<file path="config.mk">
export PLATFORM = sky130hd
export DESIGN_NAME = ex_div
export DESIGN_NICKNAME = d
export VERILOG_FILES = /design/src/rtl/ex_div_pkg.sv /design/src/rtl/ex_div.sv
export SDC_FILE = /design/constraint.sdc
export NUM_CORES = 1
export LEC_CHECK = 0
export CAP_MARGIN = 25
export CORE_MARGIN = 5
export CORE_UTILIZATION = 50
export DETAILED_ROUTE_END_ITERATION = 12
export PLACE_DENSITY = 0.79
export SYNTH_ARGS = -nofsm -noshare
export SYNTH_HDL_FRONTEND = slang
export SYNTH_SLANG_ARGS = --single-unit
</file>
<file path="constraint.sdc">
create_clock -name clk -period 6.1 [get_ports clk]
set_input_delay 1.525 -clock clk [delete_from_list [all_inputs] [get_ports clk]]
set_output_delay 1.525 -clock clk [all_outputs]
set_load 0.005 [all_outputs]
</file>
<file path="src/rtl/ex_div_pkg.sv">
// ---------------------------------------------------------------------------
// ex_div_pkg -- shared definitions for the EX-stage iterative divider.
//
// Contents:
//   REG_W       : data word width (register bus width)
//   CNT_W       : iteration counter width (one step per quotient bit)
//   LAST_STEP   : counter value of the final shift-subtract step
//   ZERO_WORD   : all-zeros result constant
//   ONES_WORD   : all-ones result constant (divide-by-zero quotient)
//   div_state_e : divider FSM states (free / busy / result ready)
// ---------------------------------------------------------------------------
package ex_div_pkg;

  localparam int REG_W = 32;
  localparam int CNT_W = 5;

  localparam logic [CNT_W-1:0] LAST_STEP = CNT_W'(REG_W - 1);

  localparam logic [REG_W-1:0] ZERO_WORD = '0;
  localparam logic [REG_W-1:0] ONES_WORD = '1;

  typedef enum logic [1:0] {
    DIV_FREE = 2'd0,  // idle, waiting for a request
    DIV_ON   = 2'd1,  // iterating, one quotient bit per cycle
    DIV_END  = 2'd2   // result valid for this single cycle
  } div_state_e;

endpackage : ex_div_pkg

</file>
<file path="src/rtl/ex_div.sv">
// ---------------------------------------------------------------------------
// ex_div -- multi-cycle 32-bit integer divider for the EX stage.
//
// A restoring shift-subtract divider producing one quotient bit per cycle.
// Signed operations divide operand magnitudes and fix up the signs at the
// end (quotient truncates toward zero, remainder takes the dividend's sign).
// Division by zero bypasses the iteration and returns all-ones / dividend.
//
// Ports:
//   clk        in   1  : clock, all state updates on the rising edge
//   rst        in   1  : synchronous active-high reset
//   start      in   1  : divide request, held by EX until ready
//   signed_div in   1  : 1 = signed (DIV/REM), 0 = unsigned (DIVU/REMU)
//   opv1       in  32  : dividend
//   opv2       in  32  : divisor
//   cancel     in   1  : pipeline flush, aborts any operation
//   quotient   out 32  : quotient, qualified by ready
//   remainder  out 32  : remainder, qualified by ready
//   ready      out  1  : result valid, one-cycle pulse
//   stall_req  out  1  : freeze request to pipeline control
// ---------------------------------------------------------------------------
module ex_div
  import ex_div_pkg::*;
(
  input  logic             clk,
  input  logic             rst,
  input  logic             start,
  input  logic             signed_div,
  input  logic [REG_W-1:0] opv1,
  input  logic [REG_W-1:0] opv2,
  input  logic             cancel,
  output logic [REG_W-1:0] quotient,
  output logic [REG_W-1:0] remainder,
  output logic             ready,
  output logic             stall_req
);

  // -------------------------------------------------------------------------
  // Helper functions
  // -------------------------------------------------------------------------

  // Two's-complement negation, modulo 2^32.
  function automatic logic [REG_W-1:0] neg_word(input logic [REG_W-1:0] v);
    return ~v + REG_W'(1);
  endfunction

  // Magnitude of v when interpreted as signed; raw value otherwise.
  // 0x80000000 maps onto itself, which is the correct unsigned magnitude.
  function automatic logic [REG_W-1:0] mag_word(input logic [REG_W-1:0] v,
                                                input logic             is_signed);
    return (is_signed && v[REG_W-1]) ? neg_word(v) : v;
  endfunction

  // -------------------------------------------------------------------------
  // State and datapath registers
  // -------------------------------------------------------------------------
  div_state_e           state_q;
  div_state_e           state_d;
  logic [CNT_W-1:0]     count_q;
  logic [2*REG_W-1:0]   work_q;        // {partial remainder, dividend/quotient}
  logic [REG_W-1:0]     divisor_q;
  logic                 dividend_neg_q;
  logic                 divisor_neg_q;
  logic                 signed_q;

  logic                 divisor_zero;
  logic                 last_step;

  assign divisor_zero = (opv2 == ZERO_WORD);
  assign last_step    = (count_q == LAST_STEP);

  // -------------------------------------------------------------------------
  // One restoring step: shift left by one, trial-subtract the divisor from
  // the upper half and keep the difference if it did not borrow.
  // The shifted partial remainder needs 33 bits: it is below the divisor
  // before the shift, so after the shift it can exceed 2^32 - 1.
  // -------------------------------------------------------------------------
  logic [REG_W:0]       partial;
  logic [REG_W+1:0]     trial;
  logic                 no_borrow;
  logic [2*REG_W-1:0]   step_next;

  assign partial   = work_q[2*REG_W-1:REG_W-1];
  assign trial     = {1'b0, partial} - {2'b00, divisor_q};
  assign no_borrow = ~trial[REG_W+1];

  always_comb begin
    // NOTE: every always_comb output gets a default first so that no path
    // leaves it unassigned; otherwise synthesis infers a latch.
    step_next = {work_q[2*REG_W-2:0], 1'b0};
    if (no_borrow) begin
      step_next = {trial[REG_W-1:0], work_q[REG_W-2:0], 1'b1};
    end
  end

  // Sign correction applied to the final step's result as it is stored.
  logic [REG_W-1:0] quo_raw;
  logic [REG_W-1:0] rem_raw;
  logic [REG_W-1:0] quo_fixed;
  logic [REG_W-1:0] rem_fixed;

  assign quo_raw   = step_next[REG_W-1:0];
  assign rem_raw   = step_next[2*REG_W-1:REG_W];
  assign quo_fixed = (signed_q && (dividend_neg_q ^ divisor_neg_q))
                     ? neg_word(quo_raw) : quo_raw;
  assign rem_fixed = (signed_q && dividend_neg_q) ? neg_word(rem_raw) : rem_raw;

  // -------------------------------------------------------------------------
  // FSM: state register
  // -------------------------------------------------------------------------
  always_ff @(posedge clk) begin
    // NOTE: sequential state uses non-blocking assignments so every register
    // samples pre-edge values, independent of statement order.
    if (rst) begin
      state_q <= DIV_FREE;
    end else begin
      state_q <= state_d;
    end
  end

  // -------------------------------------------------------------------------
  // FSM: next-state logic. cancel overrides everything but reset.
  // -------------------------------------------------------------------------
  always_comb begin
    state_d = state_q;
    unique case (state_q)
      DIV_FREE: begin
        if (start) begin
          state_d = divisor_zero ? DIV_END : DIV_ON;
        end
      end
      DIV_ON: begin
        if (last_step) begin
          state_d = DIV_END;
        end
      end
      DIV_END: begin
        // Result is presented for exactly one cycle.
        state_d = DIV_FREE;
      end
      default: begin
        state_d = DIV_FREE;
      end
    endcase
    if (cancel) begin
      state_d = DIV_FREE;
    end
  end

  // -------------------------------------------------------------------------
  // Datapath registers. Results are written only when an operation completes
  // and otherwise hold; ready is the sole qualifier for the outputs.
  // -------------------------------------------------------------------------
  always_ff @(posedge clk) begin
    // NOTE: the divider holds only a handful of flops (no memory arrays), so
    // every register is reset to give a fully defined post-reset state.
    if (rst) begin
      count_q        <= '0;
      work_q         <= '0;
      divisor_q      <= ZERO_WORD;
      dividend_neg_q <= 1'b0;
      divisor_neg_q  <= 1'b0;
      signed_q       <= 1'b0;
      quotient       <= ZERO_WORD;
      remainder      <= ZERO_WORD;
    end else if (!cancel) begin
      unique case (state_q)
        DIV_FREE: begin
          if (start) begin
            if (divisor_zero) begin
              quotient  <= ONES_WORD;
              remainder <= opv1;
            end else begin
              work_q         <= {ZERO_WORD, mag_word(opv1, signed_div)};
              divisor_q      <= mag_word(opv2, signed_div);
              dividend_neg_q <= opv1[REG_W-1];
              divisor_neg_q  <= opv2[REG_W-1];
              signed_q       <= signed_div;
              count_q        <= '0;
            end
          end
        end
        DIV_ON: begin
          work_q  <= step_next;
          count_q <= count_q + CNT_W'(1);
          if (last_step) begin
            quotient  <= quo_fixed;
            remainder <= rem_fixed;
          end
        end
        default: begin
        end
      endcase
    end
  end

  // -------------------------------------------------------------------------
  // Outputs
  // -------------------------------------------------------------------------
  assign ready     = (state_q == DIV_END);
  assign stall_req = start & ~ready & ~cancel;

endmodule : ex_div

</file>
; ---- After elaboration in Yosys (flattened, before gate mapping)
; Index checks and enable logic that the tools add are counted.
[totals]
regBits = 170
input_bits = 69
out_inout_bits = 66
elab_cells = 67
[op_classes]
add_sub_neg = 6
n_eq_ne = 7
mux = 23
n_bitwise = 10
n_reduce_logical = 12
[op_table]
columns = operator, n
row1 = $mux W32, 10
row2 = $mux W64, 3
row3 = $add A32 B1 Y32 const B, 4
row4 = $not A32 Y32, 4
row5 = $pmux W32 S2, 2
row6 = $pmux W64 S2, 1
row7 = $sub A33 B32 Y34, 1
row8 = $logic_not A32 Y1, 1
row9 = $mux W5, 2
row10 = $pmux W5 S2, 1
row11 = $ne A2 B2 Y1 const B, 4
row12 = $reduce_and A4 Y1, 2
row13 = $mux W2, 3
row14 = $add A5 B1 Y5 const B, 1
row15 = $eq A5 B5 Y1 const B, 1
row16 = $reduce_and A5 Y1, 1
row17 = $logic_and A1 B1 Y1, 4
row18 = $pmux W2 S2, 1
row19 = $not A1 Y1, 3
row20 = $and A1 B1 Y1, 2
row21 = $eq A2 B1 Y1 const B, 1
row22 = $eq A2 B2 Y1 const B, 1
row23 = $logic_not A2 Y1, 1
row24 = $reduce_and A2 Y1, 1
row25 = 3 further kinds, 3

; ---- Logic depth before layout (Yosys ltp)
[depth]
ltp_word = 7
mapped_depth = 23
mapped_depth_nobuf = 18

; ---- Worst setup path before layout
; OpenSTA, ideal clock, no wires.
[synth_timing]
path_kind = register to register
startpoint = register divisor_q[23]
endpoint = register remainder[24]
setup_ns = 0.112
t_arrival_ns = 4.511
t_required_ns = 5.988
setup_slack_ns = 1.477
stages_incl_launch_ff = 22
path_buffers = 4
synth_period_minus_slack_ns = 4.623
path_cell_list = dfxtp_1 > inv_1 > ha_1 > nand2_2 > nor4_4 > nand3_2 > a2111o_1 > buf_6 > nand2_8 > buf_6 > buf_6 > buf_6 > mux2i_1 > ha_1 > inv_1 > or4_1 > nor3_1 > a31oi_2 > a211oi_4 > a21oi_1 > xnor2_1 > a2111oi_1
[synth_between]
elab_chain_len = 7
[synth_lines]
columns = element, line
row1 = "start, declared", ex_div.sv:61  ; logic [REG_W-1:0] divisor_q;
row2 = "start signal, assigned", ex_div.sv:175  ; divisor_q <= mag_word(opv2, signed_div);
row3 = $sub A33 B32 Y34 *, ex_div.sv:84  ; assign trial = {1'b0, partial} - {2'b00, divisor_q};
row4 = $mux W64 *, ex_div.sv:91  ; if (no_borrow) begin
row5 = $not A32 Y32, ex_div.sv:44  ; return ~v + REG_W'(1);
row6 = $add A32 B1 Y32, ex_div.sv:44
row7 = $mux W32 *, ex_div.sv:106  ; assign rem_fixed = (signed_q && dividend_neg_q) ? neg_word(rem_raw) : rem_raw;
row8 = $mux W32 *, ex_div.sv:186  ; if (last_step) begin
row9 = $pmux W32 S2 *, ex_div.sv:167  ; unique case (state_q)
row10 = "end signal, assigned", ex_div.sv:172  ; remainder <= opv1;
row11 = "end signal, assigned", ex_div.sv:188  ; remainder <= rem_fixed;
row12 = "end, declared", ex_div.sv:33  ; output logic [REG_W-1:0] remainder,
; Mark *: on every way between the ends. The rest lies on a longest branch, timed or not. The select of a mux whose other input is x is not followed.
; A chain may end at the register's enable or synchronous reset.

; ---- Final worst setup path
[layout_timing]
startpoint = register work_q[55]
endpoint = register remainder[18]
[layout_between]
elab_chain_len = 7
[layout_lines]
columns = element, line
row1 = "start, declared", ex_div.sv:60  ; logic [2*REG_W-1:0] work_q;
row2 = "start signal, assigned", ex_div.sv:174  ; work_q <= {ZERO_WORD, mag_word(opv1, signed_div)};
row3 = "start signal, assigned", ex_div.sv:184  ; work_q <= step_next;
row4 = $sub A33 B32 Y34 *, ex_div.sv:84
row5 = $mux W64 *, ex_div.sv:91
row6 = $not A32 Y32, ex_div.sv:44
row7 = $add A32 B1 Y32, ex_div.sv:44
row8 = $mux W32 *, ex_div.sv:106
row9 = $mux W32 *, ex_div.sv:186
row10 = $pmux W32 S2 *, ex_div.sv:167
; Marks and branches as above.

==> flow_summary.ini <==
[run_status]
status = finished clean

[sta]
fin_crit_sh_pct = 83.66
setup_viol = 0
clock_skew_ns = 0.01253
slew_viol_final = 0
maxSlewHeadroom_pct = 42.78
worst_slew_pin_slew_ns = 0.8583
tns_ns = 0
hold_viol = 0
max_freq_ghz = 0.1960
worst_slack_ns = 0.9968
period_needed_ns = 5.103
rsz0062_at_grt = no
fin_hold_ws_ns = 0.4605

[yosys]
synth_edf_count = 0
ys_ff_latch = 170
synth_cells = 1667
yosys-top-cells-area = dfxtp_1 28%, a21oi_1 6.9%, nor2_1 6.2%, nand2_1 5.4%, a211oi_1 5.0%
synth_warnings = 0
dominantRegCellSynth = dfxtp_1
synth_nets = 1775
synth_top_area_cell = dfxtp_1
synth_top_area_share_pct = 27.65
netlist_area_mm2 = 0.01231
ys_async_sr_fraction_pct = 0
yosysUniqueCellTypes = 85
ys_seq_area_share_pct = 27.65
avgSynthCellArea_um2 = 7.383

[cts]
clockBufferDepth = 2
ctsRootBufferMaster = clkbuf_16
clkLatencyLatePin_ns = 0.44
path_clk_slew_ns = 0.07
hold_buffers = 0
cts_resized = 0
numCtsBuffers = 17
ctsHtreeMaxLevel = 4
post-cts-setup-buffer-count = 0
cts_tree = done
clkSinkCount = 170

[setup_path]
cp.arrival_ns = 5.45
crit_start = work_q[55]$_SDFFE_PP0P_
cp_max_fo = 12
end_kind = flip-flop
cp.required_ns = 6.45
startpoint_type = flip-flop
r2r-start = work_q[55]$_SDFFE_PP0P_
critPathKind = reg2reg

[finish]
fin_nets = 1835
final_area_mm2 = 0.01433
fillers = 2248
final_cell_mix = 201 x nor2_1, 177 x nand2_1, 170 x a21oi_1, 170 x dfxtp_1, 133 x clkdlybuf4s50_1
regArea_mm2 = 0.003403
area_growth_pct = 16.47
final_common_cell = nor2_1
multi_input_area_mm2 = 0.008270
diodes = 0
final_layout_size_suffix_gt1_share_pct = 5.517

[place]
placedInstanceArea_mm2 = 0.01376
hpwlAfterDp_um = 26710
post-place-ws_ns = 0.9035
globalplace.congestion = 0.9640
portBuffers = 134

[floorplan]
die_x_um = 166.9
start_util_pct = 50.75
fp.dieH_um = 166.9
rows = 57
design.die.area_mm2 = 0.02785
core_area_mm2 = 0.02425
io_pins = 135

[route]
viasPerCell = 6.125
vias = 12640
wirelength_um = 36240
drcViolationCount = 0
wl_per_cell_um = 17.56
drt_iter0_markers = 1231
dr.pass1.iters = 8
ant_nets = 0

[global_route]
grt_overflow = 0
grt_pass1_vias = 11430
grt_pass1_wl_um = 57820
grtUsageTotal_pct = 24.61
grt_antenna_before_repair = 0
grt_max_degree = 91

[power_and_ir_drop]
ir_drop_uv = 128.1
power_w = 0.002857
p_leak_nw = 5.205
power.density_mw_per_mm2 = 199.3

[run]
maxCapViolCount = 0

[worst_hold_path]
holdCritStartpoint = divisor_q[31]$_SDFFE_PP0P_
min_path_type = reg2reg
[worst max-delay path, cell delays in order (launching register included)]
cell	delay [ns]
dfxtp_1	0.37
ha_1	0.51
nand2_2	0.16
nor4_4	0.41
nand3_2	0.20
a2111o_1	0.62
nand2_8	0.15
mux2i_1	0.29
ha_1	0.31
inv_1	0.08
or4_1	0.49
nor3_1	0.18
a31oi_2	0.13
o41ai_1	0.62
xnor2_1	0.19
nor2_1	0.06
o41ai_1	0.24
[layer usage]
layer,up-vias,global-route usage [%],share of wire [%]
met5,-,0,0
met4,0,6.332,1.8
met3,64,3.721,8.2
met2,546,40.65,46
met1,5824,33.79,44
li1,6209,-,-
[through the flow]
stage,utilization (%),cells
2_1_floorplan,-,1667
3_3_place_gp,56.73,2032
3_5_place_dp,56.73,2032
4_1_cts,59.11,2064
5_1_grt,59.11,2064
6_report,59.11,2064
[area by class of cell]
cell class,count,share of cell area (%)
Clock inverter,15,1.065
Clock buffer,17,2.968
Multi-Input combinational cell,1336,57.70
Tap cell,324,2.828
Inverter,50,1.327
Timing Repair Buffer,152,10.37
Sequential cell,170,23.74
[synth_stat cells, types with 5 or more instances]
library cell	n
buf_1	5
o21a_1	8
a211oi_1	82
a22oi_1	7
a31oi_1	19
buf_2	17
ha_1	38
or3_1	37
o211a_1	9
o41ai_1	17
nand4_1	14
a21oi_1	170
and3_1	14
xor2_1	60
clkbuf_1	83
nand3_1	54
nor2_1	203
a21o_1	11
nand2_1	177
dfxtp_1	170
o21ai_0	93
o22ai_1	5
o21ai_1	9
xnor2_1	62
inv_1	48
a311oi_1	8
o31ai_1	23
nor3_1	35
and2_1	13
nor4_1	15
or2_2	7
and4_1	5
nand2b_1	6
o211ai_1	24
mux2i_1	12
or4_1	17
[power breakdown]
| group | internal (W) | leakage (nW) | switching (W) |
|---|---|---|---|
| Combinational | 0.000229 | 3.55 | 0.000387 |
| Clock | 0.000544 | 0.274 | 0.000525 |
| Sequential | 0.00114 | 1.38 | 0.0000299 |
| Total | 0.00191 | 5.20 | 0.000942 |
[worst paths after layout]
check / endpoint / slack [ns] / cells after the start
worst max-delay path: remainder[18]$_SDFFE_PP0P_ / 1.0 / 16
worst min-delay path: divisor_q[31]$_SDFFE_PP0P_ / 0.46 / 2
worst max register to register: remainder[18]$_SDFFE_PP0P_ / 1.0 / 16
worst min register to register: divisor_q[31]$_SDFFE_PP0P_ / 0.46 / 2
[state kept, by name, summed over array words and instances (netlist names)]
register and cells:
count_q 5, dividend_neg_q 1, divisor_neg_q 1, divisor_q 32, quotient 32, remainder 32
signed_q 1, state_q 2, work_q 64
[cell families after synthesis]
| kind of cell | Yosys count | synth area share [%] |
|---|---|---|
| compound gates | 541 | 29.35 |
| xor+xnor | 122 | 8.682 |
| fa+ha+maj | 39 | 4.026 |
| buf+inv | 161 | 5.409 |
| flops | 170 | 27.65 |
| mux | 15 | 1.251 |
| simple gates | 619 | 23.63 |
Power figures use the tool's default switching activity.
